$ cat src/rtl/rbl_acc.sv
// Bit-serial CIM read-side collector: shift-adds one partial-sum bit-plane per beat into
// NCOL signed lane accumulators, then holds the result under a valid/ready handoff.
module rbl_acc #(
    parameter int NCOL   = 4,
    parameter int PSUM_W = 4,
    parameter int ACC_W  = 32
) (
    input  logic                    clk,
    input  logic                    rstn,
    input  logic                    start,
    input  logic                    inwidth,
    input  logic                    xsigned,
    input  logic                    psum_vld,
    input  logic [NCOL*PSUM_W-1:0]  psum,
    output logic                    busy,
    output logic                    out_vld,
    input  logic                    out_rdy,
    output logic [NCOL*ACC_W-1:0]   acc_out,
    output logic [4:0]              beat_cnt,
    output logic                    proto_err
);

    if (ACC_W < PSUM_W + 25) begin : g_acc_w_check
        $error("rbl_acc: ACC_W must be >= PSUM_W+25");
    end

    typedef enum logic [1:0] {S_IDLE, S_ACC, S_DONE} state_t;

    state_t                   r_state;
    state_t                   w_state_nxt;
    logic                     r_inwidth;
    logic                     r_xsigned;
    logic [4:0]               r_beat_cnt;
    logic                     r_proto_err;
    logic signed [ACC_W-1:0]  r_acc [NCOL];

    logic                     w_take;
    logic                     w_beat;
    logic                     w_err;
    logic                     w_last;

    // Beat 0 seeds the lane (negated when X is two's complement: the MSB plane weighs -2^(N-1)).
    function automatic logic signed [ACC_W-1:0] f_beat(
        input logic signed [ACC_W-1:0] acc,
        input logic [PSUM_W-1:0]       p,
        input logic                    first,
        input logic                    neg
    );
        logic signed [ACC_W-1:0] z;
        z = signed'({{(ACC_W-PSUM_W){1'b0}}, p});
        if (first)
            return neg ? -z : z;
        return (acc <<< 1) + z;
    endfunction

    assign w_last = (r_beat_cnt == (r_inwidth ? 5'd23 : 5'd11));

    always_comb begin
        w_state_nxt = r_state;
        w_take      = 1'b0;
        w_beat      = 1'b0;
        w_err       = 1'b0;
        case (r_state)
            S_IDLE: begin
                if (psum_vld)
                    w_err = 1'b1;
                if (start) begin
                    w_take      = 1'b1;
                    w_state_nxt = S_ACC;
                end
            end
            S_ACC: begin
                if (start)
                    w_err = 1'b1;
                if (psum_vld) begin
                    w_beat = 1'b1;
                    if (w_last)
                        w_state_nxt = S_DONE;
                end
            end
            S_DONE: begin
                if (psum_vld)
                    w_err = 1'b1;
                if (out_rdy) begin
                    if (start) begin
                        w_take      = 1'b1;
                        w_state_nxt = S_ACC;
                    end else begin
                        w_state_nxt = S_IDLE;
                    end
                end else if (start) begin
                    w_err = 1'b1;
                end
            end
            default: w_state_nxt = S_IDLE;
        endcase
    end

    always_ff @(posedge clk) begin
        if (!rstn) begin
            r_state     <= S_IDLE;
            r_inwidth   <= 1'b0;
            r_xsigned   <= 1'b0;
            r_beat_cnt  <= 5'd0;
            r_proto_err <= 1'b0;
        end else begin
            r_state <= w_state_nxt;
            if (w_err)
                r_proto_err <= 1'b1;
            if (w_take) begin
                r_inwidth  <= inwidth;
                r_xsigned  <= xsigned;
                r_beat_cnt <= 5'd0;
            end else if (w_beat) begin
                r_beat_cnt <= r_beat_cnt + 5'd1;
            end
        end
    end

    always_ff @(posedge clk) begin
        for (int i = 0; i < NCOL; i++) begin
            if (!rstn || w_take)
                r_acc[i] <= '0;
            else if (w_beat)
                r_acc[i] <= f_beat(r_acc[i], psum[i*PSUM_W +: PSUM_W],
                                   r_beat_cnt == 5'd0, r_xsigned);
        end
    end

    for (genvar g = 0; g < NCOL; g++) begin : g_out
        assign acc_out[g*ACC_W +: ACC_W] = r_acc[g];
    end

    assign busy      = (r_state != S_IDLE);
    assign out_vld   = (r_state == S_DONE);
    assign beat_cnt  = r_beat_cnt;
    assign proto_err = r_proto_err;

endmodule

$ cat config.mk
export PLATFORM = sky130hd
export DESIGN_NAME = rbl_acc
export DESIGN_NICKNAME = d
export VERILOG_FILES = /design/src/rtl/rbl_acc.sv
export SDC_FILE = /design/constraint.sdc
export NUM_CORES = 1
export LEC_CHECK = 0
export ABC_CLOCK_PERIOD_IN_PS = 6000
export CAP_MARGIN = 20
export CORE_ASPECT_RATIO = 0.7
export CORE_MARGIN = 2
export CORE_UTILIZATION = 48
export CTS_CLUSTER_DIAMETER = 60
export DETAILED_ROUTE_END_ITERATION = 12
export PLACE_DENSITY = 0.73
export SKIP_CTS_REPAIR_TIMING = 1
export SYNTH_ARGS = -nofsm -noshare
export SYNTH_HDL_FRONTEND = slang
export SYNTH_SLANG_ARGS = --single-unit
$ cat constraint.sdc
create_clock -name clk -period 6 [get_ports clk]
set_input_delay 1.2 -clock clk [delete_from_list [all_inputs] [get_ports clk]]
set_output_delay 1.2 -clock clk [all_outputs]
set_load 0.02 [all_outputs]
---- After elaboration in Yosys (flattened, before gate mapping) ----
Memory sizes are Yosys's and may differ from the RTL's.
Cells that the tools add are included.
cells by class
  $mul .................................... 0
  magnitude comparators ................... 0
  reduce and logical (&&, ||, !) cells .... 7
  shifts and indexed selects .............. 0
  add/subtract/negate cells ............... 9
  bitwise gates (word level) .............. 5
  multiplexer cells ....................... 47
  div/mod/pow operators ................... 0
  equal/unequal tests ..................... 7
operator list
  cell                                                   number
  2-to-1 mux 32 bit                                      24
  adder 32 x 5 -> 32 bit                                 4
  negation 4 -> 32 bit                                   4
  2-to-1 mux 1 bit                                       15
  2-to-1 mux 2 bit                                       4
  inequality test 2 bit, second input constant           3
  one-hot mux 2 bit (3 select lines)                     1
  adder 5 x 1 -> 5 bit, second input constant            1
  == test 5 bit                                          1
  zero test 5 bit                                        1
  2-to-1 mux 5 bit                                       1
  OR 1 bit                                               4
  AND reduction 4 bit                                    1
  one-hot mux 1 bit (3 select lines)                     1
  == test 2 x 1 -> 1 bit, second input constant          1
  == test 2 bit, second input constant                   1
  zero test 2 bit                                        1
  inequality test 2 x 1 -> 1 bit, second input constant  1
  one-hot mux 1 bit (2 select lines)                     1
  nonzero test 2 bit                                     1
  OR reduction 2 bit                                     1
  zero test 1 bit                                        1
  logical OR 1 bit                                       1
  NOT 1 bit                                              1
word-level totals
  ROM bits ................................ 0
  bits of input ports ..................... 23
  memories ................................ 1
  bits in latches ......................... 0
  register bits ........................... 10
  output and inout bits ................... 136
  logic and storage cells ................. 81
  memory bits (writable) .................. 128
memories
  memory  words  width  rd ports  clocked after Yosys merged registers in  write ports  RTL line  text
  r_acc   4      32     4         0                                        4            35        logic signed [ACC_W-1:0] r_acc [NCOL];

---- Logic depth before layout (Yosys ltp) ----
Gate-level depths: netlist (run 1).
  word-level depth ........................ 9
  mapped depth ............................ 9
  mapped depth without buffers ............ 8

---- Least setup slack after synthesis (run 1) ----
OpenSTA, ideal clock, no wires.
  kind .................................... input -> register
  start point ............................. input port psum_vld
  end point ............................... memory r_acc[0][0], enable pin
  data required time ...................... 4.570 ns
  setup slack ............................. 0.213 ns
  data arrival time ....................... 4.358 ns
  setup time .............................. 1.430 ns
  path buffers ............................ 1
  stages on the path ...................... 3
  cell sequence ........................... clkbuf_1 > nand2_1 > nand3_1
RTL lines
  item             RTL line  text
  start, declared  13        input logic psum_vld,
  end, declared    35

==> insert_results.sql, run 1 <==
INSERT INTO impl_metrics (metric_group, metric, value, unit) VALUES
('run_status', 'run_status', 'completed', ''),
('worst_hold_path', 'worstHoldPathCells', '2', ''),
('worst_setup_path', 'path_cells', 'clkdlybuf4s50_1 -> ha_1 -> inv_1 -> fa_1 -> nand2b_1 -> a2111oi_2 -> buf_2 -> nand3_1 -> xor2_1 -> o21ai_0', ''),
('layout', 'fin_nets', '1031', ''),
('routing', 'wirelength', '22300', 'µm'),
('logic_synthesis', 'synth_largest_type_area_fraction', '0.452', ''),
('routing', 'drc_violation_total_after_the_first_tritonroute_iteration', '696', ''),
('cts', 'depth_of_the_cts_h_tree', '4', ''),
('die', 'dieArea', '0.0188', 'mm²'),
('grt', 'grt_start_max_net_pins', '69', ''),
('pwr', 'share_clk_of_total_power', '0.407', ''),
('sta', 'max-slew-margin-rel', '0.315', ''),
('grt', 'global_route.usage.total', '0.246', ''),
('logic_synthesis', 'synth.avg_cell_area', '10.2', 'µm²'),
('place', 'gp_routability_congestion', '0.902', ''),
('die', 'std_cell_rows', '40', ''),
('grt', 'number_of_global_route_vias_before_repair', '6802', ''),
('logic_synthesis', 'synth_edf_count', '128', ''),
('pwr', 'power_per_cell_area', '250', 'mW/mm²'),
('routing', 'drt_drc_violations_left', '0', ''),
('logic_synthesis', 'postSynthNetCount', '881', ''),
('sta', 'setup_repair_after_global_routing_missed_its_margin', 'no', ''),
('worst_setup_path', 'crit_fanout', '7', ''),
('routing', 'routed_via_density', '5.77', ''),
('logic_synthesis', 'main_combinational_cell_family_by_area_after_synthesis', 'simple AND/OR/NAND/NOR gates', ''),
('logic_synthesis', 'synthesis.area', '0.00851', 'mm²'),
('layout', 'flow.area_growth_from_synthesis', '28.4', '%'),
('routing', 'detailedRoute.firstPassIterationCount', '5', ''),
('pwr', 'worst_ir_drop_vdd', '163', 'µV'),
('worst_setup_path', 'cp_data_arrival_time', '3.90', 'ns'),
('worst_hold_path', 'worst_hold_path_type', 'flip-flop to flip-flop', ''),
('layout', 'antenna-diode-count', '0', ''),
('cts', 'cts_sinks', '138', ''),
('grt', 'antenna_found_initial', '0', ''),
('logic_synthesis', 'synth.ff_latch_count', '138', ''),
('logic_synthesis', 'mux_cell_area_share_after_synthesis', '0.0118', ''),
('layout', 'drive_gt1_frac', '0.0593', ''),
('logic_synthesis', 'portion_of_the_post_synthesis_area_used_by_sequential_elements', '0.475', ''),
('pwr', 'power.sequential.fraction', '0.445', ''),
('logic_synthesis', 'yosysWarningCount', '0', ''),
('sta', 'final.setup.tns', '0', 'ns'),
('worst_setup_path', 'critical_path.endpoint_type', 'flip-flop', ''),
('logic_synthesis', 'biggest_area_contributors_in_the_synthesized_netlist', 'edfxtp_1 (45%), xor2_1 (6.3%), xnor2_1 (5.8%), o21ai_0 (5.6%), ha_1 (3.2%)', ''),
('routing', 'routed-via-count', '7078', ''),
('pwr', 'p_sw', '725', 'µW'),
('logic_synthesis', 'netlist.top_cell.by_area', 'edfxtp_1', ''),
('cts', 'clock_slew_seen_by_the_registers_of_the_worst_setup_and_hold_paths', '0.06', 'ns'),
('place', 'port_buffers', '158', ''),
('sta', 'slew_of_the_pin_with_the_lowest_slew_margin', '1.03', 'ns'),
('worst_setup_path', 'type_of_the_worst_setup_path', 'primary input to flip-flop', ''),
('cts', 'clk-insertion-delay-late', '0.43', 'ns'),
('pwr', 'report.power.total', '2.73', 'mW'),
('die', 'die_h', '115', 'µm'),
('grt', 'globalRouteOverflowTotal', '0', ''),
('pwr', 'cellInternalPower', '2.00', 'mW'),
('die', 'ioPinCount', '159', ''),
('sta', 'drv_slew', '0', ''),
('worst_setup_path', 'critical-path-max-stage-delay', '0.63', 'ns'),
('logic_synthesis', 'synthAdderAreaFrac', '0.0418', ''),
('sta', 'setup-violations-final', '0', ''),
('logic_synthesis', 'fraction_of_registers_with_async_set_or_reset_after_synthesis', '0', ''),
('worst_setup_path', 'worstSetupStartpointType', 'primary input', ''),
('die', 'initial_core_util', '0.493', ''),
('cts', 'cts_buffers', '17', ''),
('logic_synthesis', 'synth-compound-area-share', '0.124', ''),
('worst_setup_path', 'worst_r2r_path_depth', '9', ''),
('die', 'floorplan.core_area', '0.0173', 'mm²'),
('routing', 'antenna_left', '0', ''),
('pwr', 'p_comb_frac', '0.149', ''),
('cts', 'cts_root_buffer', 'clkbuf_16', ''),
('logic_synthesis', 'yosysMostFrequentCell', 'edfxtp_1', '');
[critical path, delay by kind of cell]
kind	cells	cell delay (ns)
AOI/OAI and AO/OA	2	0.72
xor gates and xnor gates	1	0.16
adders and majority gates	2	0.57
buffers and inverters	3	0.90
and+or+nand+nor	2	0.36
[kinds of logic (layout without fill, tap and decap cells)]
family                   Yosys count  count (layout)
AO/OA/AOI/OAI                    177             177
adder cells (fa/ha/maj)           26              26
flip-flops                       138             138
XOR/XNOR                         117             117
buffers and inverters             75             238
AND/OR/NAND/NOR                  289             289
multiplexers                      10              10
[per-layer routing]
metal,vias up,global-route usage,share of wire
li1,3371,-,-
met1,3411,0.357,0.49
met2,273,0.372,0.43
met3,23,0.0577,0.070
met4,0,0.0667,0.012
met5,-,0,0
[metrics by stage]
step	area (µm²)	instances	setup slack (ns)	hold WS, ns	util
global placement	10300	1192	1.75	0.508	0.596
global route	10900	1226	2.05	0.568	0.633
finish	10900	1226	2.26	0.538	0.633
detailed placement	10300	1192	1.58	0.525	0.596
CTS	10900	1224	1.99	0.534	0.631
floorplan	8510	832	0.213	0.501	-
[final timing paths]
kind | to | from | slack, ns
setup reg to reg | r_acc[3][25] | r_acc[3][0] | 3.21
hold reg to reg | beat_cnt[1] | beat_cnt[1] | 0.54
hold / removal | beat_cnt[1] | beat_cnt[1] | 0.54
setup / recovery | r_acc[3][25] | psum[13] | 2.26
[power by group through the flow]
stage	Combinational (mW)	Clock, mW	Sequential (mW)
detailed placement	0.405	0	1.23
global placement	0.400	0	1.23
floorplan	0.144	0	1.30
global route	0.438	1.16	1.22
finish	0.405	1.11	1.21
CTS	0.407	1.13	1.21
[flip-flops by register name, summed over array words and instances, names as in the netlist]
signal     flops
beat_cnt       5
proto_err      1
r_acc        128
r_inwidth      1
r_state        2
r_xsigned      1
[cell type report]
type,instances,area (µm²)
multi-input combinational,619,4170
tap,231,289
clock buffer,19,433
timing repair buffer,166,1660
fill,1448,6340
inverter,40,150
clock inverter,13,176
sequential,138,4040
[cells in the final DEF (no fill, tap or decap), types with 19 or more instances in the layout]
cell type	netlist	final
nand2_1	62	61
inv_1	40	40
and3_1	23	23
o21ai_0	95	95
edfxtp_1	128	128
nor3_1	19	19
xor2_1	61	61
nor2_1	33	33
clkdlybuf4s50_1	0	158
a21oi_1	32	32
ha_1	22	22
nand3_1	53	52
xnor2_1	56	56
nand4_1	35	35
No activity file was read; power rests on OpenSTA's default activity.
==> run 2, diff against run 1 <==
--- a/config.mk
+++ b/config.mk
@@ -5,7 +5,7 @@
 export SDC_FILE = /design/constraint.sdc
 export NUM_CORES = 1
 export LEC_CHECK = 0
-export ABC_CLOCK_PERIOD_IN_PS = 6000
+export ABC_CLOCK_PERIOD_IN_PS = 3100
 export CAP_MARGIN = 20
 export CORE_ASPECT_RATIO = 0.7
 export CORE_MARGIN = 2
==> constraint.sdc (replaced) <==
create_clock -name clk -period 3.1 [get_ports clk]
set_input_delay 0.62 -clock clk [delete_from_list [all_inputs] [get_ports clk]]
set_output_delay 0.62 -clock clk [all_outputs]
set_load 0.02 [all_outputs]
==> run 2 against run 1 <==
Compared with the run above:
- sequential share of layout area shrank 0.36 points
- die area did not move
- power is 84% higher
- clock power up 68%
- critical path type unchanged
- highest routed layer unchanged
==> insert_results.sql, run 2 (same netlist as run 1, synthesis figures left out) <==
INSERT INTO impl_metrics (metric_group, metric, value, unit) VALUES
('run_status', 'run_status', 'completed', ''),
('worst_hold_path', 'worst_hold_path_type', 'flip-flop to flip-flop', ''),
('sta', 'max_freq', '358', 'MHz'),
('worst_setup_path', 'critPathSlowestCell', 'clkdlybuf4s50_1', ''),
('cts', 'cts_tree', 'built', ''),
('worst_hold_path', 'whs_endpoint', 'beat_cnt[1]', ''),
('routing', 'detailedRoute.firstPassIterationCount', '5', ''),
('sta', 'timing.final.hold_violations', '0', ''),
('routing', 'drc_violation_total_after_the_first_tritonroute_iteration', '680', ''),
('layout', 'antenna-diode-count', '0', ''),
('cts', 'clock_tree.buffer_depth', '2', ''),
('grt', 'number_of_global_route_vias_before_repair', '7019', ''),
('pwr', 'worst_ir_drop_vdd', '279', 'µV'),
('worst_setup_path', 'critical_path.endpoint_type', 'flip-flop', ''),
('sta', 'max-slew-margin-rel', '0.336', ''),
('pwr', 'power_per_cell_area', '455', 'mW/mm²'),
('die', 'dieWidth', '163', 'µm'),
('layout', 'mostFrequentLayoutCells', 'clkdlybuf4s50_1 (158), edfxtp_1 (128), o21ai_0 (95)', ''),
('sta', 'slew_of_the_pin_with_the_lowest_slew_margin', '0.996', 'ns'),
('worst_setup_path', 'cp_data_arrival_time', '2.95', 'ns'),
('sta', 'holdWs', '0.544', 'ns'),
('cts', 'cts_buffers', '17', ''),
('grt', 'globalRouteOverflowTotal', '0', ''),
('sta', 'setup-violations-final', '0', ''),
('die', 'std_cell_rows', '40', ''),
('worst_setup_path', 'type_of_the_worst_setup_path', 'primary input to flip-flop', ''),
('place', 'hpwlAfterDp', '15600', 'µm'),
('routing', 'routed-via-count', '7266', ''),
('die', 'ioPinCount', '159', ''),
('place', 'port_buffers', '158', ''),
('cts', 'cts_root_buffer', 'clkbuf_16', ''),
('pwr', 'report.power.total', '5.02', 'mW'),
('grt', 'antenna_found_initial', '0', ''),
('job', 'max_cap_violations', '0', ''),
('sta', 'final.setup.tns', '0', 'ns'),
('cts', 'clk-insertion-delay-late', '0.42', 'ns'),
('routing', 'routed_via_density', '5.81', ''),
('layout', 'flow.area_growth_from_synthesis', '29.6', '%'),
('worst_setup_path', 'r2r_setup_slack', '0.63', 'ns'),
('place', 'gp_routability_congestion', '0.844', ''),
('cts', 'depth_of_the_cts_h_tree', '4', ''),
('routing', 'antenna_left', '0', ''),
('worst_setup_path', 'timing.critical_path.max_delay_family', 'buffers and inverters', ''),
('worst_setup_path', 'crit_fanout', '11', ''),
('die', 'die_h', '115', 'µm'),
('pwr', 'leakage_power', '3.89', 'nW'),
('die', 'floorplan.core_area', '0.0173', 'mm²'),
('routing', 'wirelength', '22700', 'µm'),
('worst_setup_path', 'worst_path_required_time', '3.26', 'ns'),
('cts', 'clock_slew_seen_by_the_registers_of_the_worst_setup_and_hold_paths', '0.06', 'ns'),
('grt', 'grt_start_max_net_pins', '77', ''),
('worst_hold_path', 'hold_path_startpoint', 'beat_cnt[1]', ''),
('sta', 'period_share', '0.902', ''),
('grt', 'global_route.usage.total', '0.247', ''),
('routing', 'detail_route.wl_per_cell', '18.1', 'µm'),
('worst_setup_path', 'r2r_end', 'r_acc[0][10]', ''),
('cts', 'cts_sinks', '138', ''),
('worst_setup_path', 'critical-path-max-stage-delay', '0.49', 'ns'),
('layout', 'layout_commonest_cell', 'clkdlybuf4s50_1', ''),
('layout', 'drive_gt1_frac', '0.0794', ''),
('worst_setup_path', 'worst_r2r_path_depth', '6', ''),
('die', 'initial_core_util', '0.493', ''),
('worst_setup_path', 'rr_startpoint', 'r_acc[0][2]', ''),
('worst_setup_path', 'path_cells', 'clkdlybuf4s50_1 -> ha_1 -> inv_1 -> fa_1 -> nand2b_1 -> a2111oi_2 -> buf_4 -> nand3_1 -> xor2_1 -> o21ai_0', ''),
('layout', 'layout.core_utilization', '0.639', ''),
('layout', 'fin_nets', '1057', ''),
('worst_setup_path', 'critical_path.n_buffers_inverters', '3', ''),
('sta', 'drv_slew', '0', ''),
('sta', 'setup_repair_after_global_routing_missed_its_margin', 'no', ''),
('worst_setup_path', 'worstSetupStartpointType', 'primary input', ''),
('layout', 'top_register_by_number_of_flip_flops', 'r_acc', ''),
('layout', 'largest_register_ff_count', '128', ''),
('die', 'dieArea', '0.0188', 'mm²'),
('sta', 'final.min_clock_period', '2.80', 'ns'),
('grt', 'grt_first_pass_wirelength', '36300', 'µm'),
('routing', 'drt_drc_violations_left', '0', ''),
('sta', 'skew', '0.0114', 'ns'),
('worst_hold_path', 'worstHoldPathCells', '2', '');
[run 2: cell type report]
type / instances / area (µm²)
Fill cell: 1416 / 6240
Multi-Input combinational cell: 619 / 4170
Sequential cell: 138 / 4040
Timing Repair Buffer: 192 / 1860
Clock buffer: 20 / 437
Tap cell: 231 / 289
Inverter: 40 / 150
Clock inverter: 11 / 81.3
[run 2: power by group]
part	internal, mW	switching [mW]
combinational	0.374	0.434
clock	1.08	0.787
sequential	2.18	0.167
[run 2: how the worst max path moves through the flow]
stage / from / end / slack [ns] / depth (start not counted)
global placement: psum[10] / r_acc[2][31] / -0.04 / 8
finish: psum[13] / r_acc[3][23] / 0.30 / 10
CTS: psum[13] / r_acc[3][23] / 0.31 / 10
detailed placement: psum[13] / r_acc[3][27] / -0.12 / 10
global route: psum[13] / r_acc[3][23] / 0.17 / 10
floorplan: psum_vld / r_acc[0][0] / 0.54 / 3
[run 2: stage by stage]
| stage | cell area, µm² | setup WS [ns] | cells |
|---|---|---|---|
| after global placement | 10500 | -0.0407 | 1220 |
| after global routing | 11000 | 0.173 | 1251 |
| final | 11000 | 0.304 | 1251 |
| after detailed placement | 10500 | -0.118 | 1220 |
| after floorplan | 8520 | 0.536 | 832 |
| after CTS | 11000 | 0.309 | 1251 |
[run 2: worst register-to-register path, stage by stage, from the launching register on]
cell,delay [ns]
edfxtp_1,0.42
ha_1,0.36
a21oi_1,0.12
a21oi_1,0.80
and3_1,0.29
xnor2_1,0.12
o21ai_0,0.09
[run 2: per-layer routing]
| layer | track usage | wire [µm] | vias up |
|---|---|---|---|
| met3 | 0.0505 | 1410 | 22 |
| met5 | 0 | 0 | - |
| met2 | 0.375 | 10200 | 280 |
| met1 | 0.361 | 10800 | 3546 |
| met4 | 0.0637 | 246 | 0 |
| li1 | - | - | 3418 |
==> run 3, diff against run 2 <==
--- a/config.mk
+++ b/config.mk
@@ -11,6 +11,7 @@
 export CORE_MARGIN = 2
 export CORE_UTILIZATION = 48
 export CTS_CLUSTER_DIAMETER = 60
+export CTS_CLUSTER_SIZE = 10
 export DETAILED_ROUTE_END_ITERATION = 12
 export PLACE_DENSITY = 0.73
 export SKIP_CTS_REPAIR_TIMING = 1
==> constraint.sdc (replaced) <==
create_clock -name clk -period 3.1 [get_ports clk]
set_input_delay 0.93 -clock clk [delete_from_list [all_inputs] [get_ports clk]]
set_output_delay 0.93 -clock clk [all_outputs]
set_load 0.02 [all_outputs]
==> run 3 against run 2 <==
Compared with the run above:
- global-route usage increased by 0.23 points
- setup slack got worse by 0.23 ns
- hold slack improved by 0.0088 ns
- non-clock buffer count increased by 26
- cell area increased by 2.8%
- sequential share of layout area decreased by 1.0 points
- via count increased by 0.30%
- clock skew about the same
- combinational power increased by 4.3%
- highest routed layer unchanged
==> insert_results.sql, run 3 (same netlist as run 1, synthesis figures left out) <==
INSERT INTO impl_metrics (metric_group, metric, value, unit) VALUES
('sta', 'slew_of_the_pin_with_the_lowest_slew_margin', '0.661', 'ns'),
('worst_setup_path', 'type_of_the_worst_setup_path', 'primary input to flip-flop', ''),
('worst_setup_path', 'critPathSlowestCell', 'clkdlybuf4s50_1', ''),
('die', 'dieWidth', '163', 'µm'),
('layout', 'drive_gt1_frac', '0.111', ''),
('worst_setup_path', 'endpoint', 'r_acc[1][25]', ''),
('layout', 'post_layout_nonfiller_instances', '1277', ''),
('cts', 'cts_buffers', '17', ''),
('sta', 'final.min_clock_period', '3.02', 'ns'),
('grt', 'grt_start_max_net_pins', '46', ''),
('grt', 'globalRouteOverflowTotal', '0', ''),
('cts', 'clock_slew_seen_by_the_registers_of_the_worst_setup_and_hold_paths', '0.06', 'ns'),
('worst_setup_path', 'critical_path.n_buffers_inverters', '2', ''),
('routing', 'routed_via_density', '5.71', ''),
('sta', 'final.setup.tns', '0', 'ns'),
('worst_setup_path', 'crit_fanout', '6', ''),
('worst_setup_path', 'worst_r2r_path_depth', '8', ''),
('die', 'die_h', '115', 'µm'),
('routing', 'drt_drc_violations_left', '0', ''),
('worst_setup_path', 'cp_data_arrival_time', '3.17', 'ns'),
('sta', 'period_share', '0.975', ''),
('worst_setup_path', 'critical_path.endpoint_type', 'flip-flop', ''),
('pwr', 'share_clk_of_total_power', '0.378', ''),
('layout', 'largest_register_ff_count', '128', ''),
('sta', 'timing.final.hold_violations', '0', ''),
('pwr', 'p_sw', '1.38', 'mW'),
('worst_setup_path', 'worstSetupPathDepth', '9', ''),
('die', 'ioPinCount', '159', ''),
('cts', 'cts_root_buffer', 'clkbuf_16', ''),
('worst_setup_path', 'worstSetupStartpointType', 'primary input', ''),
('cts', 'clock_tree.buffer_depth', '2', ''),
('sta', 'skew', '0.0114', 'ns'),
('worst_setup_path', 'crit_path_start', 'psum[5]', ''),
('die', 'dieArea', '0.0188', 'mm²'),
('pwr', 'worst_ir_drop_vdd', '286', 'µV'),
('worst_setup_path', 'r2r_setup_slack', '0.68', 'ns'),
('pwr', 'power.sequential.fraction', '0.457', ''),
('grt', 'number_of_global_route_vias_before_repair', '7016', ''),
('layout', 'antenna-diode-count', '0', ''),
('place', 'postPlaceCellArea', '0.0107', 'mm²'),
('layout', 'fin_nets', '1083', ''),
('place', 'gp_routability_congestion', '0.858', ''),
('place', 'hpwlAfterDp', '16000', 'µm'),
('pwr', 'power_per_cell_area', '452', 'mW/mm²'),
('cts', 'cts_sinks', '138', ''),
('worst_setup_path', 'path_cells', 'clkdlybuf4s50_1 -> ha_1 -> inv_1 -> fa_1 -> nor2b_2 -> o2111ai_4 -> nor4b_2 -> xnor2_1 -> o21ai_0', ''),
('sta', 'holdWs', '0.553', 'ns'),
('routing', 'wirelength', '22700', 'µm'),
('layout', 'layout_commonest_cell', 'clkdlybuf4s50_1', ''),
('layout', 'layout.cell_area.non_filler', '0.0113', 'mm²'),
('grt', 'grt_first_pass_wirelength', '36600', 'µm'),
('pwr', 'netSwitchingFraction', '0.269', ''),
('worst_hold_path', 'worst_hold_path_type', 'flip-flop to flip-flop', ''),
('pwr', 'leakage_power', '4.05', 'nW'),
('routing', 'antenna_left', '0', ''),
('worst_hold_path', 'worstHoldPathCells', '2', ''),
('worst_setup_path', 'timing.critical_path.max_delay_family', 'simple AND/OR/NAND/NOR gates', ''),
('routing', 'drc_violation_total_after_the_first_tritonroute_iteration', '750', ''),
('routing', 'detailedRoute.firstPassIterationCount', '5', ''),
('cts', 'clk-insertion-delay-late', '0.43', 'ns'),
('pwr', 'report.power.total', '5.13', 'mW'),
('place', 'dp_cells', '1245', ''),
('grt', 'antenna_found_initial', '0', ''),
('cts', 'cts_tree', 'built', ''),
('run_status', 'run_status', 'completed', ''),
('pwr', 'cellInternalPower', '3.75', 'mW'),
('sta', 'drv_slew', '0', ''),
('die', 'std_cell_rows', '40', ''),
('die', 'floorplan.core_area', '0.0173', 'mm²'),
('sta', 'max-slew-margin-rel', '0.557', ''),
('grt', 'global_route.usage.total', '0.249', ''),
('sta', 'setup-violations-final', '0', ''),
('sta', 'worst_slack', '0.0787', 'ns'),
('sta', 'max_freq', '331', 'MHz'),
('layout', 'flow.area_growth_from_synthesis', '33.3', '%'),
('worst_setup_path', 'worst_path_required_time', '3.25', 'ns'),
('layout', 'top_register_by_number_of_flip_flops', 'r_acc', ''),
('place', 'port_buffers', '158', ''),
('pwr', 'p_comb_frac', '0.165', ''),
('worst_setup_path', 'rr_startpoint', 'r_acc[1][0]', ''),
('routing', 'detail_route.wl_per_cell', '17.8', 'µm'),
('routing', 'routed-via-count', '7288', ''),
('worst_setup_path', 'r2r_end', 'r_acc[1][25]', ''),
('layout', 'layout.core_utilization', '0.657', ''),
('place', 'placement.setup.worst_slack', '-0.344', 'ns'),
('worst_setup_path', 'critical-path-max-stage-delay', '0.50', 'ns'),
('job', 'max_cap_violations', '0', ''),
('die', 'initial_core_util', '0.493', ''),
('cts', 'depth_of_the_cts_h_tree', '4', ''),
('layout', 'mostFrequentLayoutCells', 'clkdlybuf4s50_1 (158), edfxtp_1 (128), o21ai_0 (95)', '');
## run 3: cell count changes in the layout (fill, tap and decap cells not counted), moves of 3 or more
| cell | previous run | this run |
|---|---|---|
| nor4_1 | 14 | 11 |
| buf_4 | 32 | 55 |
| nor4_2 | 0 | 3 |
| buf_12 | 2 | 5 |
## run 3: area by class of cell
type / instances / area [µm²]
inverters: 40 / 150
clock inverters: 10 / 103
multi-input cells: 619 / 4220
fillers: 1377 / 5920
clock buffers: 21 / 440
well taps: 231 / 289
repair buffers: 218 / 2090
flip-flops and latches: 138 / 4040
## run 3: how the worst min path moves through the flow
stage	startpoint	end	slack [ns]
floorplan	r_inwidth	r_inwidth	0.50
global route	beat_cnt[1]	beat_cnt[1]	0.55
global placement	beat_cnt[1]	beat_cnt[1]	0.52
detailed placement	beat_cnt[1]	beat_cnt[1]	0.53
finish	beat_cnt[1]	beat_cnt[1]	0.55
CTS	beat_cnt[1]	beat_cnt[1]	0.54
## run 3: metal layers
metal	vias to the layer above	GRT usage	part of all wire
li1	3473	-	-
met1	3516	0.365	0.47
met2	276	0.381	0.45
met3	23	0.0437	0.068
met4	0	0.0708	0.012
met5	-	0	0
## run 3: power by group through the flow
| stage | combinational [mW] | clock, mW | sequential [mW] |
|---|---|---|---|
| floorplan | 0.281 | 0 | 2.49 |
| global placement | 0.827 | 0 | 2.38 |
| detailed placement | 0.837 | 0 | 2.38 |
| CTS | 0.843 | 1.95 | 2.34 |
| global route | 0.911 | 2.03 | 2.36 |
| finish | 0.843 | 1.94 | 2.35 |
## run 3: tightest hold or removal path, cell delays in order, from the launching register on
cell	delay, ns
dfxtp_1	0.36
nand2_1	0.08
a21oi_1	0.06
